**src/rtl/dadda_pkg.sv**
```systemverilog
// Shared widths and response record for the shared 8x8 multiplier path.
// No logic; no latency; no backpressure.
package dadda_pkg;
    localparam int MUL_BIT   = 8;
    localparam int PROD_BIT  = 16;
    localparam int ID_MAX_W  = 4;

    // id is sized for the largest requester count; narrower builds zero-extend
    typedef struct packed {
        logic [PROD_BIT-1:0] data;
        logic [ID_MAX_W-1:0] id;
    } rsp_t;
endpackage

```
**src/rtl/DADDA_8x8.sv**
```systemverilog
// Combinational unsigned 8x8 -> 16 multiplier shared by all requesters.
// Zero latency; no backpressure (pure function of a and b).
module DADDA_8x8 (
    input  logic [7:0]  a,
    input  logic [7:0]  b,
    output logic [15:0] out
);
    always_comb begin
        out = '0;
        for (int i = 0; i < 8; i++) begin
            if (b[i]) begin
                out = out + ({8'h00, a} << i);
            end
        end
    end
endmodule

```
**src/rtl/rr_arbiter.sv**
```systemverilog
// Round-robin pick: first set request at or after ptr, wrapping modulo N_REQ.
// Combinational; en=0 forces an all-zero grant while idx still tracks the winner.
module rr_arbiter #(
    parameter  int N_REQ = 4,
    localparam int ID_W  = $clog2(N_REQ)
) (
    input  logic [N_REQ-1:0] req,
    input  logic [ID_W-1:0]  ptr,
    input  logic             en,
    output logic [N_REQ-1:0] gnt,
    output logic [ID_W-1:0]  idx
);
    logic found;
    int   j;

    always_comb begin
        gnt   = '0;
        idx   = '0;
        found = 1'b0;
        j     = 0;
        for (int k = 0; k < N_REQ; k++) begin
            j = int'(ptr) + k;
            if (j >= N_REQ) begin
                j = j - N_REQ;
            end
            if (!found && req[j]) begin
                found = 1'b1;
                idx   = ID_W'(j);
                gnt[j] = en;
            end
        end
    end
endmodule

```
**src/rtl/dadda_mul_arbiter.sv**
```systemverilog
// Round-robin sharing of one DADDA_8x8 between N_REQ valid/ready requesters.
// Latency 1 cycle grant->rsp_valid (2 with DADDA_ARB_PIPE_EN operand stage).
// Grants only when the next stage can take the product; rsp held while !rsp_ready.
module dadda_mul_arbiter
    import dadda_pkg::*;
#(
    parameter  int N_REQ = 4,
    localparam int ID_W  = $clog2(N_REQ)
) (
    input  logic                     clock,
    input  logic                     reset_n,
    input  logic [N_REQ-1:0]         req_valid,
    output logic [N_REQ-1:0]         req_ready,
    input  logic [MUL_BIT*N_REQ-1:0] req_a,
    input  logic [MUL_BIT*N_REQ-1:0] req_b,
    output logic                     rsp_valid,
    input  logic                     rsp_ready,
    output logic [PROD_BIT-1:0]      rsp_data,
    output logic [ID_W-1:0]          rsp_id
);
    logic [N_REQ-1:0]    gnt;
    logic [ID_W-1:0]     ptr;
    logic [ID_W-1:0]     win;
    logic                grant;
    logic                slot_free;
    logic                rsp_free;
    logic                rsp_load;
    logic [MUL_BIT-1:0]  sel_a;
    logic [MUL_BIT-1:0]  sel_b;
    logic [MUL_BIT-1:0]  mul_a;
    logic [MUL_BIT-1:0]  mul_b;
    logic [ID_W-1:0]     load_id;
    logic [PROD_BIT-1:0] prod;
    rsp_t                rsp_q;
    logic                unused_id_bits;

    assign rsp_free = !rsp_valid || rsp_ready;
    assign sel_a    = req_a[int'(win)*MUL_BIT +: MUL_BIT];
    assign sel_b    = req_b[int'(win)*MUL_BIT +: MUL_BIT];

    rr_arbiter #(.N_REQ(N_REQ)) u_arb (
        .req (req_valid),
        .ptr (ptr),
        .en  (slot_free && reset_n),
        .gnt (gnt),
        .idx (win)
    );

    assign req_ready = gnt;
    assign grant     = |gnt;

    always_ff @(posedge clock or negedge reset_n) begin
        if (!reset_n) begin
            ptr <= '0;
        end else if (grant) begin
            ptr <= (win == ID_W'(N_REQ-1)) ? '0 : win + 1'b1;
        end
    end

`ifdef DADDA_ARB_PIPE_EN
    logic               op_vld;
    logic [MUL_BIT-1:0] op_a;
    logic [MUL_BIT-1:0] op_b;
    logic [ID_W-1:0]    op_id;

    // operand stage frees up in the same cycle it hands off to the response register
    assign rsp_load  = op_vld && rsp_free;
    assign slot_free = !op_vld || rsp_load;

    always_ff @(posedge clock or negedge reset_n) begin
        if (!reset_n) begin
            op_vld <= 1'b0;
            op_a   <= '0;
            op_b   <= '0;
            op_id  <= '0;
        end else if (grant) begin
            op_vld <= 1'b1;
            op_a   <= sel_a;
            op_b   <= sel_b;
            op_id  <= win;
        end else if (rsp_load) begin
            op_vld <= 1'b0;
        end
    end

    assign mul_a   = op_a;
    assign mul_b   = op_b;
    assign load_id = op_id;
`else
    assign slot_free = rsp_free;
    assign rsp_load  = grant;
    assign mul_a     = sel_a;
    assign mul_b     = sel_b;
    assign load_id   = win;
`endif

    DADDA_8x8 u_mul (
        .a   (mul_a),
        .b   (mul_b),
        .out (prod)
    );

    always_ff @(posedge clock or negedge reset_n) begin
        if (!reset_n) begin
            rsp_valid <= 1'b0;
            rsp_q     <= '0;
        end else if (rsp_load) begin
            rsp_valid  <= 1'b1;
            rsp_q.data <= prod;
            rsp_q.id   <= ID_MAX_W'(load_id);
        end else if (rsp_ready) begin
            rsp_valid <= 1'b0;
        end
    end

    assign rsp_data       = rsp_q.data;
    assign rsp_id         = rsp_q.id[ID_W-1:0];
    assign unused_id_bits = ^rsp_q.id;
endmodule

```
**config.mk**
```make
export PLATFORM = sky130hd
export DESIGN_NAME = dadda_mul_arbiter
export DESIGN_NICKNAME = d
export VERILOG_FILES = /design/src/rtl/dadda_pkg.sv /design/src/rtl/DADDA_8x8.sv /design/src/rtl/rr_arbiter.sv /design/src/rtl/dadda_mul_arbiter.sv
export SDC_FILE = /design/constraint.sdc
export NUM_CORES = 1
export LEC_CHECK = 0
export ABC_CLOCK_PERIOD_IN_PS = 14280
export BUFFER_PORTS_ARGS = -buffer_cell sky130_fd_sc_hd__buf_4
export CAP_MARGIN = 30
export CORE_MARGIN = 2
export CORE_UTILIZATION = 45
export CTS_CLUSTER_SIZE = 8
export DETAILED_ROUTE_END_ITERATION = 10
export GPL_TIMING_DRIVEN = 1
export PLACE_DENSITY_LB_ADDON = 0.1
export RECOVER_POWER = 25
export SYNTH_ARGS = -nofsm -noshare
export SYNTH_HDL_FRONTEND = slang
export SYNTH_HIERARCHICAL = 1
export SYNTH_SLANG_ARGS = --single-unit
```
**constraint.sdc**
```tcl
create_clock -name clock -period 14.28 [get_ports clock]
set_input_delay 2.142 -clock clock [delete_from_list [all_inputs] [get_ports clock]]
set_output_delay 2.142 -clock clock [all_outputs]
set_load 0.05 [all_outputs]
```
**Word-level counts from Yosys, hierarchy flattened**

Cells that the tools add are included.

- Add/subtract/negate cells: 15
- Multipliers: 0
- Divide/modulo/power cells: 0
- Magnitude comparators: 12
- Equal/unequal tests: 1
- Shifts and indexed selects: 2
- Multiplexer cells: 49
- Bitwise logic cells: 1
- Reductions and logical operators: 15

Operators by type and width:

| kind | count |
|---|---|
| 32-bit by 1-bit >= comparator with 1-bit output (second input constant) | 4 |
| 32-bit by 4-bit less-than comparator with 1-bit output (second input constant) | 4 |
| 32-bit 2-to-1 mux | 4 |
| 16-bit 2-to-1 mux | 7 |
| 32-bit by 4-bit >= comparator with 1-bit output (second input constant) | 3 |
| 32-bit by 4-bit subtractor with 32-bit output (second input constant) | 3 |
| 32-bit by 6-bit variable part select with 8-bit output | 2 |
| 1-bit 2-to-1 mux | 17 |
| 16-bit by 10-bit adder with 16-bit output | 1 |
| 16-bit by 11-bit adder with 16-bit output | 1 |
| 16-bit by 12-bit adder with 16-bit output | 1 |
| 16-bit by 13-bit adder with 16-bit output | 1 |
| 16-bit by 14-bit adder with 16-bit output | 1 |
| 16-bit by 15-bit adder with 16-bit output | 1 |
| 16-bit by 9-bit adder with 16-bit output | 1 |
| 4-bit 2-to-1 mux | 4 |
| 4-bit bitwise mux | 3 |
| 2-bit 2-to-1 mux | 5 |
| 1-bit binary-select mux with 2-bit select | 4 |
| 1-bit demux with 2-bit select | 4 |
| 1-bit logical AND | 8 |
| 8-bit 2-to-1 mux | 1 |
| 2-bit by 2-bit adder with 3-bit output (second input constant) | 2 |
| 4-bit bitwise AND | 1 |
| other kinds (9) | 12 |

- Bits in registers: 21
- Bits in latches: 0
- RAM bits: 0
- Bits in read-only memories: 0
- Output and inout port bits: 23
- Memories kept: 0

**Longest topological paths before layout**

- Depth in word-level cells: 31
- Depth in mapped cells: 59
- Mapped depth without buffers: 55

**Cells and area by module**

Netlist, hierarchy kept.

Modules (own cells, without submodules):

| module | instances | cells each | area each (µm²) |
|---|---|---|---|
| DADDA_8x8 | 1 | 445 | 3258.1 |
| dadda_mul_arbiter | 1 | 69 | 1219.9 |
| rr_arbiter | 1 | 54 | 479.2 |

**Worst setup path after synthesis**

No wires, ideal clock.

- Path type: in2reg
- Start: input req_valid[2]
- End: register rsp_q, in the netlist rsp_data[15]
- Setup time: 0.125 ns
- Data arrival time: 11.716 ns
- Data required time: 14.155 ns
- Path slack: 2.439 ns
- Stages: 52
- Path buffers: 2
- Cell sequence: mux4_2 nor4b_4 nand2b_1 o21ai_0 buf_2 buf_2 mux4_2 and2_1 ha_1 inv_1 fa_1 nor2b_4 o21ai_1 a21oi_1 xor2_1 mux2_2 ha_1 a21o_1 [16 not listed] ha_1 nand2_1 a21o_1 a21oi_1 o21ai_0 o31ai_1 inv_1 ha_1 a21o_1 a31oi_1 xnor2_1 mux2i_1 ha_1 a21oi_1 nor2b_1 o21a_1 o21a_1 mux2_2

- Longest elaborated chain between the ends: 29
- Elaborated cells between the ends (all ways): 50
- Classes of those cells: 7 x add/sub; 2 x shift; 34 x mux; 7 x reduce/logical

RTL lines:

| item | line | text |
|---|---|---|
| from (decl) | dadda_mul_arbiter.sv:12 | `input logic [N_REQ-1:0] req_valid,` |
| 1-bit binary-select mux with 2-bit select | rr_arbiter.sv:26 | `if (!found && req[j]) begin` |
| 1-bit 2-to-1 mux (implied by the code) (2 in a row) | rr_arbiter.sv:26 |  |
| 1-bit 2-to-1 mux | rr_arbiter.sv:26 |  |
| 1-bit logical NOT | rr_arbiter.sv:26 |  |
| 1-bit logical AND | rr_arbiter.sv:26 |  |
| 1-bit 2-to-1 mux | rr_arbiter.sv:26 |  |
| 1-bit logical NOT | rr_arbiter.sv:26 |  |
| 1-bit logical AND | rr_arbiter.sv:26 |  |
| [4 not listed] | - |  |
| via load_id[1] | dadda_mul_arbiter.sv:32 | `logic [ID_W-1:0] load_id;` |
| [1 not listed] | - |  |
| via mul_a[1] | dadda_mul_arbiter.sv:30 | `logic [MUL_BIT-1:0] mul_a;` |
| [8 not listed] | - |  |
| 16-bit 2-to-1 mux | DADDA_8x8.sv:11 | `if (b[i]) begin` |
| 16-bit by 13-bit adder with 16-bit output | DADDA_8x8.sv:12 | `out = out + ({8'h00, a} << i);` |
| 16-bit 2-to-1 mux | DADDA_8x8.sv:11 |  |
| 16-bit by 14-bit adder with 16-bit output | DADDA_8x8.sv:12 |  |
| 16-bit 2-to-1 mux | DADDA_8x8.sv:11 |  |
| 16-bit by 15-bit adder with 16-bit output | DADDA_8x8.sv:12 |  |
| 16-bit 2-to-1 mux * | DADDA_8x8.sv:11 |  |
| via prod[15] | dadda_mul_arbiter.sv:33 | `logic [PROD_BIT-1:0] prod;` |
| to (decl) | dadda_mul_arbiter.sv:34 | `rsp_t rsp_q;` |

The timed path passes the listed nets; every way through them passes the cells marked *. The select of a mux whose other input is x is not followed.
A chain may end at the register's enable or synchronous reset.

**Worst setup path in the final report**

- Start: input req_valid[3]
- End: register rsp_q, in the netlist rsp_data[14]

Same word-level chain as after synthesis.

==> metrics.txt <==
outcome finished, final reports clean; Skew-Pair Late Insertion Delay approximately 260 ps; sum of negative setup slack 0 ps; post-cts sizing count 0; CTS Buffer Depth 2; DP HPWL between 10 and 15 mm; Worst Setup Start Kind input port; RSZ-0062 raised after global routing false; sequential area share after synthesis 0.106; Post-Syn Nets around 700; fin nets 799; Buf+Inv Stages, Crit Path 6; post-route minimum period 13070 ps; GPL Wtd Cong 0.866; final hold viol count 0; number of remaining DRC errors 0; fin util 0.538; # hold bufs at CTS 0; CTS tree yes; crit path DAT 13210 ps; Clock Tree Root clkbuf_8; kind of critical path input port to flip-flop; Gate Count Post-Synth between 500 and 600; clock sink count 21; Worst setup EP type flip-flop; vias in the first global route between 4k and 5k; delay-heaviest family, CP compound AO/OA/AOI/OAI gates; post-synthesis register bit count 21; Mapped Avg Cell Area 8.73 um2; vias per cell 5.95; initial core utilization 0.459; Iter 0 DRT Violations about 280; antenna-violating nets left 0; initial antenna violation count 0; cell row count 38; aggregate global routing overflow 0; Critical Path Fanout Max 11; Slew headroom 0.215; Ant. Diodes 0; Worst-Margin Slew around 1200 ps; R2R setup slack between 1500 and 2000 ps; die area about 12000 um2; final slew viol count 0; Crit-path slowest cell mux4_2; largest net degree at the start of global routing 23; Tcrit/Tclk final 0.915; YS warnings 6; synth unique cells 70; H-tree Lvls 1; worst endpoint required time roughly 14000 ps; Post-CTS Setup Inserts 0; number of flops mapped to enable cells by yosys 0; Post-Synthesis Cell Area approximately 5000 um2; Main synth FF type dfrtp_1; worst hold margin between 400 and 500 ps; ys async rst share 1.00; die width 109 um; detailed-route wire length per cell between 15 and 20 um; first-pass GRT wire length around 23 mm; Worst path max stage delay 740 ps; min-delay worst type flip-flop to flip-flop; final worst slack roughly 1200 ps; CP dominant cell by count ha_1; Reg clk slew, reported paths approximately 70 ps; number of placed I/O pins 94; router iterations before antenna repair 8; area grow syn2layout 17.1%; # setup viols final 0; CTS Buf Count 3; FMAX roughly 77 MHz; Total Routed Length approximately 14 mm; port buffer count slightly above 90; via count ~4.7k; Max-cap violations 0; clock skew 1.83 ps; GRT Resource Usage Total 0.244; layout cell share with drive strength beyond 1 0.258; Core ar. about 11000 um2; Worst Setup Slack post-DPL approximately 900 ps; die extent in y 109 um
final cells by class:
type | count | area, um2
clock buffers | 4 | 45.0
well taps | 140 | 175
flip-flops and latches | 21 | 526
multi-input cells | 484 | 4170
inverters | 44 | 165
repair buffers | 97 | 724
fillers | 997 | 4990
cell usage in the layout (no fill, tap or decap), types with 13 or more instances in the layout:
cell     count
buf_4       96
ha_1        70
inv_1       40
nand2_1     36
nor2_1      34
a21oi_1     30
mux2_2      28
o21ai_0     26
xnor2_1     24
dfrtp_1     21
mux4_2      18
o21a_1      15
a21o_1      15
nor3_1      13
flip-flops by register name, indices dropped and copies added (netlist names):
signal	cells
rsp_data	16
ptr	2
rsp_id	2
rsp_valid	1
final timing paths:
| path | startpoint | to | cells after the start |
|---|---|---|---|
| worst max-delay path | req_valid[3] | rsp_data[14] | 53 |
| worst min-delay path | rsp_data[3] | rsp_data[3] | 1 |
| worst max register to register | ptr[0] | rsp_data[14] | 54 |
| worst min register to register | rsp_data[3] | rsp_data[3] | 1 |
| max in group asynchronous | reset_n | rsp_data[6] | 1 |
| min in group asynchronous | reset_n | rsp_data[13] | 1 |
logic make-up (layout without fill, tap and decap cells):
group                      count (synthesis)  in the layout  synth area share
AOI/OAI and AO/OA                        172            172             0.240
and+or+nand+nor                          144            144             0.155
adders and majority gates                 77             77             0.205
buffers and inverters                     63            145            0.0565
muxes                                     62             62             0.187
xor gates and xnor gates                  29             29            0.0512
DFF                                       21             21             0.106
through the flow:
step,instances,area (um2)
after floorplan,568,4960
after CTS,790,5800
after detailed placement,786,5760
final,790,5800
after global placement,786,5760
after global routing,790,5800
layer usage:
metal,wire length [um],global-route usage,vias to the layer above
met5,0,0,-
met4,114,0.0348,0
met3,851,0.0359,12
met2,6690,0.422,146
met1,6470,0.329,2243
li1,-,-,2301
Yosys cell counts, drive strengths merged (3+ instances only):
cell type  number  share of area
ha             70           0.18
inv            43          0.033
o21ai          39          0.039
nand2          36          0.027
nor2           34          0.026
a21oi          31          0.032
mux2           31          0.072
xnor2          24          0.042
dfrtp          21           0.11
mux4           20          0.092
a21o           16          0.024
o21a           15          0.023
nor3           14          0.015
nor2b          13          0.019
a31oi          11          0.014
mux2i          11          0.022
and2           10          0.013
buf            10          0.016
clkbuf          9         0.0068
o211ai          8          0.013
o21bai          8          0.012
fa              7          0.028
nand3           7         0.0071
and3            6         0.0086
nand2b          6         0.0076
o31ai           6          0.011
a211oi          5         0.0076
a221oi          5          0.010
or2             5         0.0063
xor2            5         0.0088
a22oi           4         0.0061
nor4b           4          0.010
nor4            3         0.0068
o22ai           3         0.0038
o2bb2ai         3         0.0053
o311ai          3         0.0088
o41ai           3         0.0053
or3             3         0.0038
Power is not shown: default switching activity piles up to over one toggle a cycle in this logic, so the estimate is an artifact.
